==> config.mk <==
export PLATFORM = sky130hd
export DESIGN_NAME = num_tokenizer
export DESIGN_NICKNAME = d
export VERILOG_FILES = /design/src/rtl/calc_pkg.sv /design/src/rtl/num_tokenizer.sv
export SDC_FILE = /design/constraint.sdc
export NUM_CORES = 1
export LEC_CHECK = 0
export ABC_AREA = 1
export CAP_MARGIN = 20
export CORE_UTILIZATION = 55
export CTS_CLUSTER_DIAMETER = 80
export CTS_CLUSTER_SIZE = 10
export DETAILED_ROUTE_END_ITERATION = 10
export PLACE_DENSITY = 0.91
export SLEW_MARGIN = 25
export SYNTH_ARGS = -nofsm -noshare
export SYNTH_HDL_FRONTEND = slang
export SYNTH_SLANG_ARGS = --single-unit
==> constraint.sdc <==
create_clock -name clk_i -period 4.25 [get_ports clk_i]
set_input_delay 0.85 -clock clk_i [delete_from_list [all_inputs] [get_ports clk_i]]
set_output_delay 0.85 -clock clk_i [all_outputs]
set_load 0.005 [all_outputs]
==> src/rtl/calc_pkg.sv <==
// calc_pkg: shared calculator types.
//   NumDigits : BCD significand digit count
//   ExpW      : exponent field width (holds 0..2*NumDigits-1)
//   num_t     : {error, sign, significand (BCD, digit NumDigits-1 in the MS nibble), exponent}
package calc_pkg;

  parameter int unsigned NumDigits = 8;
  parameter int unsigned ExpW      = $clog2(NumDigits) + 1;

  typedef struct packed {
    logic                   error;
    logic                   sign;
    logic [4*NumDigits-1:0] significand;
    logic [ExpW-1:0]        exponent;
  } num_t;

endpackage

==> src/rtl/num_tokenizer.sv <==
// num_tokenizer: serializes one calc_pkg::num_t into 4-bit display tokens, MS first.
//   clk_i, rst_i            : clock, synchronous active-high reset
//   num_i, in_valid_i       : number in; accepted when in_ready_o is high
//   in_ready_o              : idle, can accept a number
//   tok_o, tok_last_o       : token (0-9 digit, A '.', B '-', E error) and last flag
//   out_valid_o, out_ready_i: token handshake
// Optional build macro TRAILING_ZERO_TRIM_EN: drop trailing fractional zeros (and a
// bare '.'); a zero significand renders as a single '0'.
module num_tokenizer #(
  parameter int unsigned NumDigits = calc_pkg::NumDigits
) (
  input  logic            clk_i,
  input  logic            rst_i,
  input  calc_pkg::num_t  num_i,
  input  logic            in_valid_i,
  output logic            in_ready_o,
  output logic [3:0]      tok_o,
  output logic            tok_last_o,
  output logic            out_valid_o,
  input  logic            out_ready_i
);

  localparam int unsigned DigW = $clog2(NumDigits) + 1;
  localparam int unsigned ExpW = calc_pkg::ExpW;

  localparam logic [3:0] TokPoint = 4'hA;
  localparam logic [3:0] TokMinus = 4'hB;
  localparam logic [3:0] TokErr   = 4'hE;

  typedef enum logic [0:0] {StIdle, StEmit} state_e;

  state_e                 state_q, state_d;
  logic [4*NumDigits-1:0] sig_q, sig_d;
  logic                   minus_q, minus_d;     // '-' still to be emitted
  logic                   pt_now_q, pt_now_d;   // '.' is the next token
  logic                   has_pt_q, has_pt_d;
  logic [DigW-1:0]        pt_idx_q, pt_idx_d;   // digit index the '.' follows
  logic [DigW-1:0]        last_idx_q, last_idx_d;
  logic [DigW-1:0]        dig_q, dig_d;         // index of the next digit
  logic [3:0]             tok_q, tok_d;
  logic                   last_q, last_d;
  logic                   valid_q, valid_d;
  logic                   ready_q, ready_d;

  // Plan derived from num_i at acceptance
  logic            acc_err, acc_minus, acc_has_pt;
  logic [DigW-1:0] acc_pt_idx, acc_last_idx;
`ifdef TRAILING_ZERO_TRIM_EN
  logic [DigW-1:0] lz;
`endif

  // Cursor fed to the token step: fresh plan when idle, registered cursor when emitting
  logic [4*NumDigits-1:0] cur_sig;
  logic                   cur_minus, cur_pt_now, cur_has_pt;
  logic [DigW-1:0]        cur_pt_idx, cur_last_idx, cur_dig;
  logic [3:0]             cur_digit;

  logic [3:0]      nxt_tok;
  logic            nxt_last, nxt_minus, nxt_pt_now;
  logic [DigW-1:0] nxt_dig;

  always_comb begin
    acc_err      = num_i.error || (num_i.exponent > ExpW'(NumDigits - 1));
    acc_minus    = num_i.sign && (num_i.significand != '0);
    acc_has_pt   = num_i.exponent < ExpW'(NumDigits - 1);
    acc_pt_idx   = acc_has_pt ? DigW'(NumDigits - 1) - DigW'(num_i.exponent) : '0;
    acc_last_idx = '0;
`ifdef TRAILING_ZERO_TRIM_EN
    // Lowest nonzero digit bounds the trim; integer digits always survive
    lz = '0;
    for (int i = int'(NumDigits) - 1; i >= 0; i--) begin
      if (num_i.significand[4*i +: 4] != 4'h0) lz = DigW'(i);
    end
    if (num_i.significand == '0) begin
      acc_last_idx = DigW'(NumDigits - 1);
      acc_has_pt   = 1'b0;
    end else if (acc_has_pt) begin
      if (lz < acc_pt_idx) begin
        acc_last_idx = lz;
      end else begin
        acc_last_idx = acc_pt_idx;
        acc_has_pt   = 1'b0;
      end
    end
`endif
  end

  always_comb begin
    if (state_q == StIdle) begin
      cur_sig      = num_i.significand;
      cur_minus    = acc_minus;
      cur_pt_now   = 1'b0;
      cur_has_pt   = acc_has_pt;
      cur_pt_idx   = acc_pt_idx;
      cur_last_idx = acc_last_idx;
      cur_dig      = DigW'(NumDigits - 1);
    end else begin
      cur_sig      = sig_q;
      cur_minus    = minus_q;
      cur_pt_now   = pt_now_q;
      cur_has_pt   = has_pt_q;
      cur_pt_idx   = pt_idx_q;
      cur_last_idx = last_idx_q;
      cur_dig      = dig_q;
    end

    cur_digit = 4'h0;
    for (int i = 0; i < int'(NumDigits); i++) begin
      if (cur_dig == DigW'(i)) cur_digit = cur_sig[4*i +: 4];
    end

    // One step of the token walk: '-', then digits with '.' spliced in
    nxt_tok    = cur_digit;
    nxt_last   = 1'b0;
    nxt_minus  = cur_minus;
    nxt_pt_now = cur_pt_now;
    nxt_dig    = cur_dig;
    if (cur_minus) begin
      nxt_tok   = TokMinus;
      nxt_minus = 1'b0;
    end else if (cur_pt_now) begin
      nxt_tok    = TokPoint;
      nxt_pt_now = 1'b0;
    end else begin
      nxt_last   = (cur_dig == cur_last_idx);
      nxt_pt_now = cur_has_pt && (cur_dig == cur_pt_idx);
      nxt_dig    = (cur_dig == '0) ? '0 : cur_dig - DigW'(1);
    end
  end

  always_comb begin
    state_d    = state_q;
    sig_d      = sig_q;
    minus_d    = minus_q;
    pt_now_d   = pt_now_q;
    has_pt_d   = has_pt_q;
    pt_idx_d   = pt_idx_q;
    last_idx_d = last_idx_q;
    dig_d      = dig_q;
    tok_d      = tok_q;
    last_d     = last_q;
    valid_d    = valid_q;
    ready_d    = ready_q;

    unique case (state_q)
      StIdle: begin
        if (in_valid_i) begin
          sig_d      = num_i.significand;
          has_pt_d   = acc_has_pt;
          pt_idx_d   = acc_pt_idx;
          last_idx_d = acc_last_idx;
          valid_d    = 1'b1;
          ready_d    = 1'b0;
          state_d    = StEmit;
          if (acc_err) begin
            tok_d  = TokErr;
            last_d = 1'b1;
          end else begin
            tok_d    = nxt_tok;
            last_d   = nxt_last;
            minus_d  = nxt_minus;
            pt_now_d = nxt_pt_now;
            dig_d    = nxt_dig;
          end
        end
      end
      StEmit: begin
        if (valid_q && out_ready_i) begin
          if (last_q) begin
            valid_d = 1'b0;
            last_d  = 1'b0;
            ready_d = 1'b1;
            state_d = StIdle;
          end else begin
            tok_d    = nxt_tok;
            last_d   = nxt_last;
            minus_d  = nxt_minus;
            pt_now_d = nxt_pt_now;
            dig_d    = nxt_dig;
          end
        end
      end
      default: state_d = StIdle;
    endcase
  end

  always_ff @(posedge clk_i) begin
    if (rst_i) begin
      state_q    <= StIdle;
      sig_q      <= '0;
      minus_q    <= 1'b0;
      pt_now_q   <= 1'b0;
      has_pt_q   <= 1'b0;
      pt_idx_q   <= '0;
      last_idx_q <= '0;
      dig_q      <= '0;
      tok_q      <= 4'h0;
      last_q     <= 1'b0;
      valid_q    <= 1'b0;
      ready_q    <= 1'b1;
    end else begin
      state_q    <= state_d;
      sig_q      <= sig_d;
      minus_q    <= minus_d;
      pt_now_q   <= pt_now_d;
      has_pt_q   <= has_pt_d;
      pt_idx_q   <= pt_idx_d;
      last_idx_q <= last_idx_d;
      dig_q      <= dig_d;
      tok_q      <= tok_d;
      last_q     <= last_d;
      valid_q    <= valid_d;
      ready_q    <= ready_d;
    end
  end

  assign in_ready_o  = ready_q;
  assign tok_o       = tok_q;
  assign tok_last_o  = last_q;
  assign out_valid_o = valid_q;

endmodule

==> impl_metrics.json <==
{
  "run_status": "finished clean",
  "ys_seq_elements": 50,
  "ant_nets": 0,
  "power_w": 0.00109,
  "final_cell_mix": "nand2_1 (66), nor2_1 (55), dfxtp_1 (49), clkdlybuf4s50_1 (48), inv_1 (41)",
  "clockBufferDepth": 2,
  "grt_first_pass_wirelength_mm": 11.7,
  "comb_power_share_pct": 24.9,
  "die-area_sq_mm": 0.00528,
  "p_int_w": 0.000735,
  "rsz0062_at_grt": "no",
  "drt_iter0_drc": 362,
  "cts_sinks": 50,
  "required_ns": 4.48,
  "hold_buffers": 0,
  "maxCapViolCount": 0,
  "synth_cell_types": 34,
  "die_y_um": 72.7,
  "place_area_sq_mm": 0.00319,
  "dp_hpwl_mm": 5.10,
  "place.gp.congestion": 0.895,
  "dieWidth_um": 72.7,
  "grt_max_degree": 54,
  "wl_mm": 7.13,
  "share_seq_of_total_power_pct": 50.2,
  "wl_per_cell_um": 14.2,
  "maxSlewHeadroom_pct": 50.5,
  "skew_ns": 0.0106,
  "rows": 25,
  "tns_ns": 0,
  "arrival_ns": 3.04,
  "worstSetupStartpointType": "primary input",
  "ctsResizeCount": 0,
  "fin_crit_sh_pct": 66.1,
  "cts.htree.levels": 2,
  "core-area_sq_mm": 0.00475,
  "min_period_ns": 2.81,
  "drt_first_pass_iters": 6,
  "cts_tree": "done",
  "p_sw_share_pct": 32.6,
  "seq_area_frac_synth_pct": 36.4,
  "viasPerCell": 5.61,
  "ir_drop_v": 0.000164,
  "p_clk_share_pct": 24.9,
  "layout_commonest_cell": "nand2_1",
  "antenna_found_initial": 0,
  "clockRootBuffer": "clkbuf_8",
  "nets": 476,
  "r2r_start": "state_q",
  "powerDensity_mw_per_mm2": 333,
  "final_area_sq_mm": 0.00327,
  "drive_above_1_share_pct": 7.60,
  "worst-path-max-fanout": 51,
  "port_buffers": 48,
  "insertion_delay_ns": 0.31,
  "syn_avg_cell_area_sq_um": 6.88,
  "cts_setup_buffers": 0,
  "post-route-drc-count": 0,
  "path_class": "primary input to flip-flop",
  "grt_pass1_vias": 2623,
  "ios": 49,
  "syn_nets": 441,
  "crit_start": "in_valid_i",
  "fmax_mhz": 356,
  "nFillCells": 427,
  "hp-class": "flip-flop to flip-flop",
  "overflow": 0,
  "via_count": 2811,
  "hold_start": "pt_idx_q[3]",
  "area_growth_pct": 19.2,
  "max_slew.worst_pin.slew_ns": 0.741,
  "diodes": 0,
  "synthCells": 399,
  "final_hold_viol_count": 0,
  "drv_slew": 0,
  "cellLeakagePower_nw": 1.34,
  "syn_area_sq_mm": 0.00275,
  "switching_power_w": 0.000356,
  "clk_pin_slew_ns": 0.09,
  "ys_warn_count": 0,
  "fin_util_pct": 68.8,
  "setup_viol": 0,
  "grt_usage_pct": 28.7,
  "end_kind": "flip-flop",
  "start_util_pct": 57.8,
  "holdWs_ns": 0.471,
  "cts_buffers": 5
}
worst max-delay path, stage by stage:
cell,delay (ns)
clkdlybuf4s50_1,0.66
nand2_1,0.44
inv_2,0.71
o21ai_0,0.18
a21oi_1,0.17
logic make-up (layout without fill, tap and decap cells):
logic type | after synthesis | in the layout | share of synthesized area (%)
AND/OR/NAND/NOR | 158 | 158 | 25.7
flip-flops | 50 | 50 | 36.4
AO/OA/AOI/OAI | 117 | 117 | 25.4
XOR/XNOR | 3 | 3 | 0.957
buffers and inverters | 71 | 106 | 11.5
state kept, by name, summed over array words and instances, names as in the netlist:
register,flops
pt_idx_q,4
sig_q,32
tok_last_o,1
has_pt_q,1
out_valid_o,1
dig_q,4
in_ready_o,1
pt_now_q,1
state_q,1
tok_o,4
power by group through the flow:
stage	combinational, W	sequential (W)	clock, W
2_1_floorplan	0.000193	0.000538	0
6_report	0.000272	0.000547	0.000272
3_5_place_dp	0.000266	0.000557	0
4_1_cts	0.000268	0.000546	0.000265
5_1_grt	0.000304	0.000552	0.000287
3_3_place_gp	0.000259	0.000555	0
synthesized netlist by cell type (all sizes together):
library cell,number,area share (%)
buf,11,3.3
nor3,3,0.55
a22o,1,0.32
xnor2,2,0.64
nand3b,1,0.27
o221ai,1,0.32
or2,1,0.23
o21bai,1,0.27
a21oi,36,6.8
dfxtp,50,36
a221oi,6,1.9
a211oi,14,3.8
inv,50,6.8
o21ai,43,7.8
nand4,7,1.6
o2111ai,2,0.64
o22ai,1,0.23
nand3,17,4.4
clkbuf,10,1.4
xor2,1,0.32
a31oi,2,0.46
o211ai,10,2.7
nor2,61,9.2
nand2,68,9.5
metal layers:
metal / global-route usage (%) / routed length, um
met1: 36.1 / 3140
met2: 48.8 / 3480
met3: 4.70 / 424
met4: 11.8 / 83
met5: 0 / 0
per-stage QoR:
step,instances,setup WS (ns)
after floorplan,399,2.38
after CTS,501,1.20
after detailed placement,494,1.18
after global placement,494,1.29
after global routing,501,1.22
final,501,1.44
cell type report:
type	instances	area [sq um]	share of cell area [%]
multi-input cells	278	1430	43.7
flip-flops and latches	50	1000	30.7
repair buffers	49	488	14.9
inverters	50	188	5.73
well taps	67	83.8	2.56
clock buffers	5	68.8	2.10
clock inverters	2	10.0	0.306
worst paths after layout:
path         slack, ns     endpoint  depth (start not counted)
max               1.44    sig_q[21]                          5
min               0.47  pt_idx_q[3]                          2
max reg2reg       1.56    sig_q[21]                          5
min reg2reg       0.47  pt_idx_q[3]                          2
(Power assumes the default switching activity.)
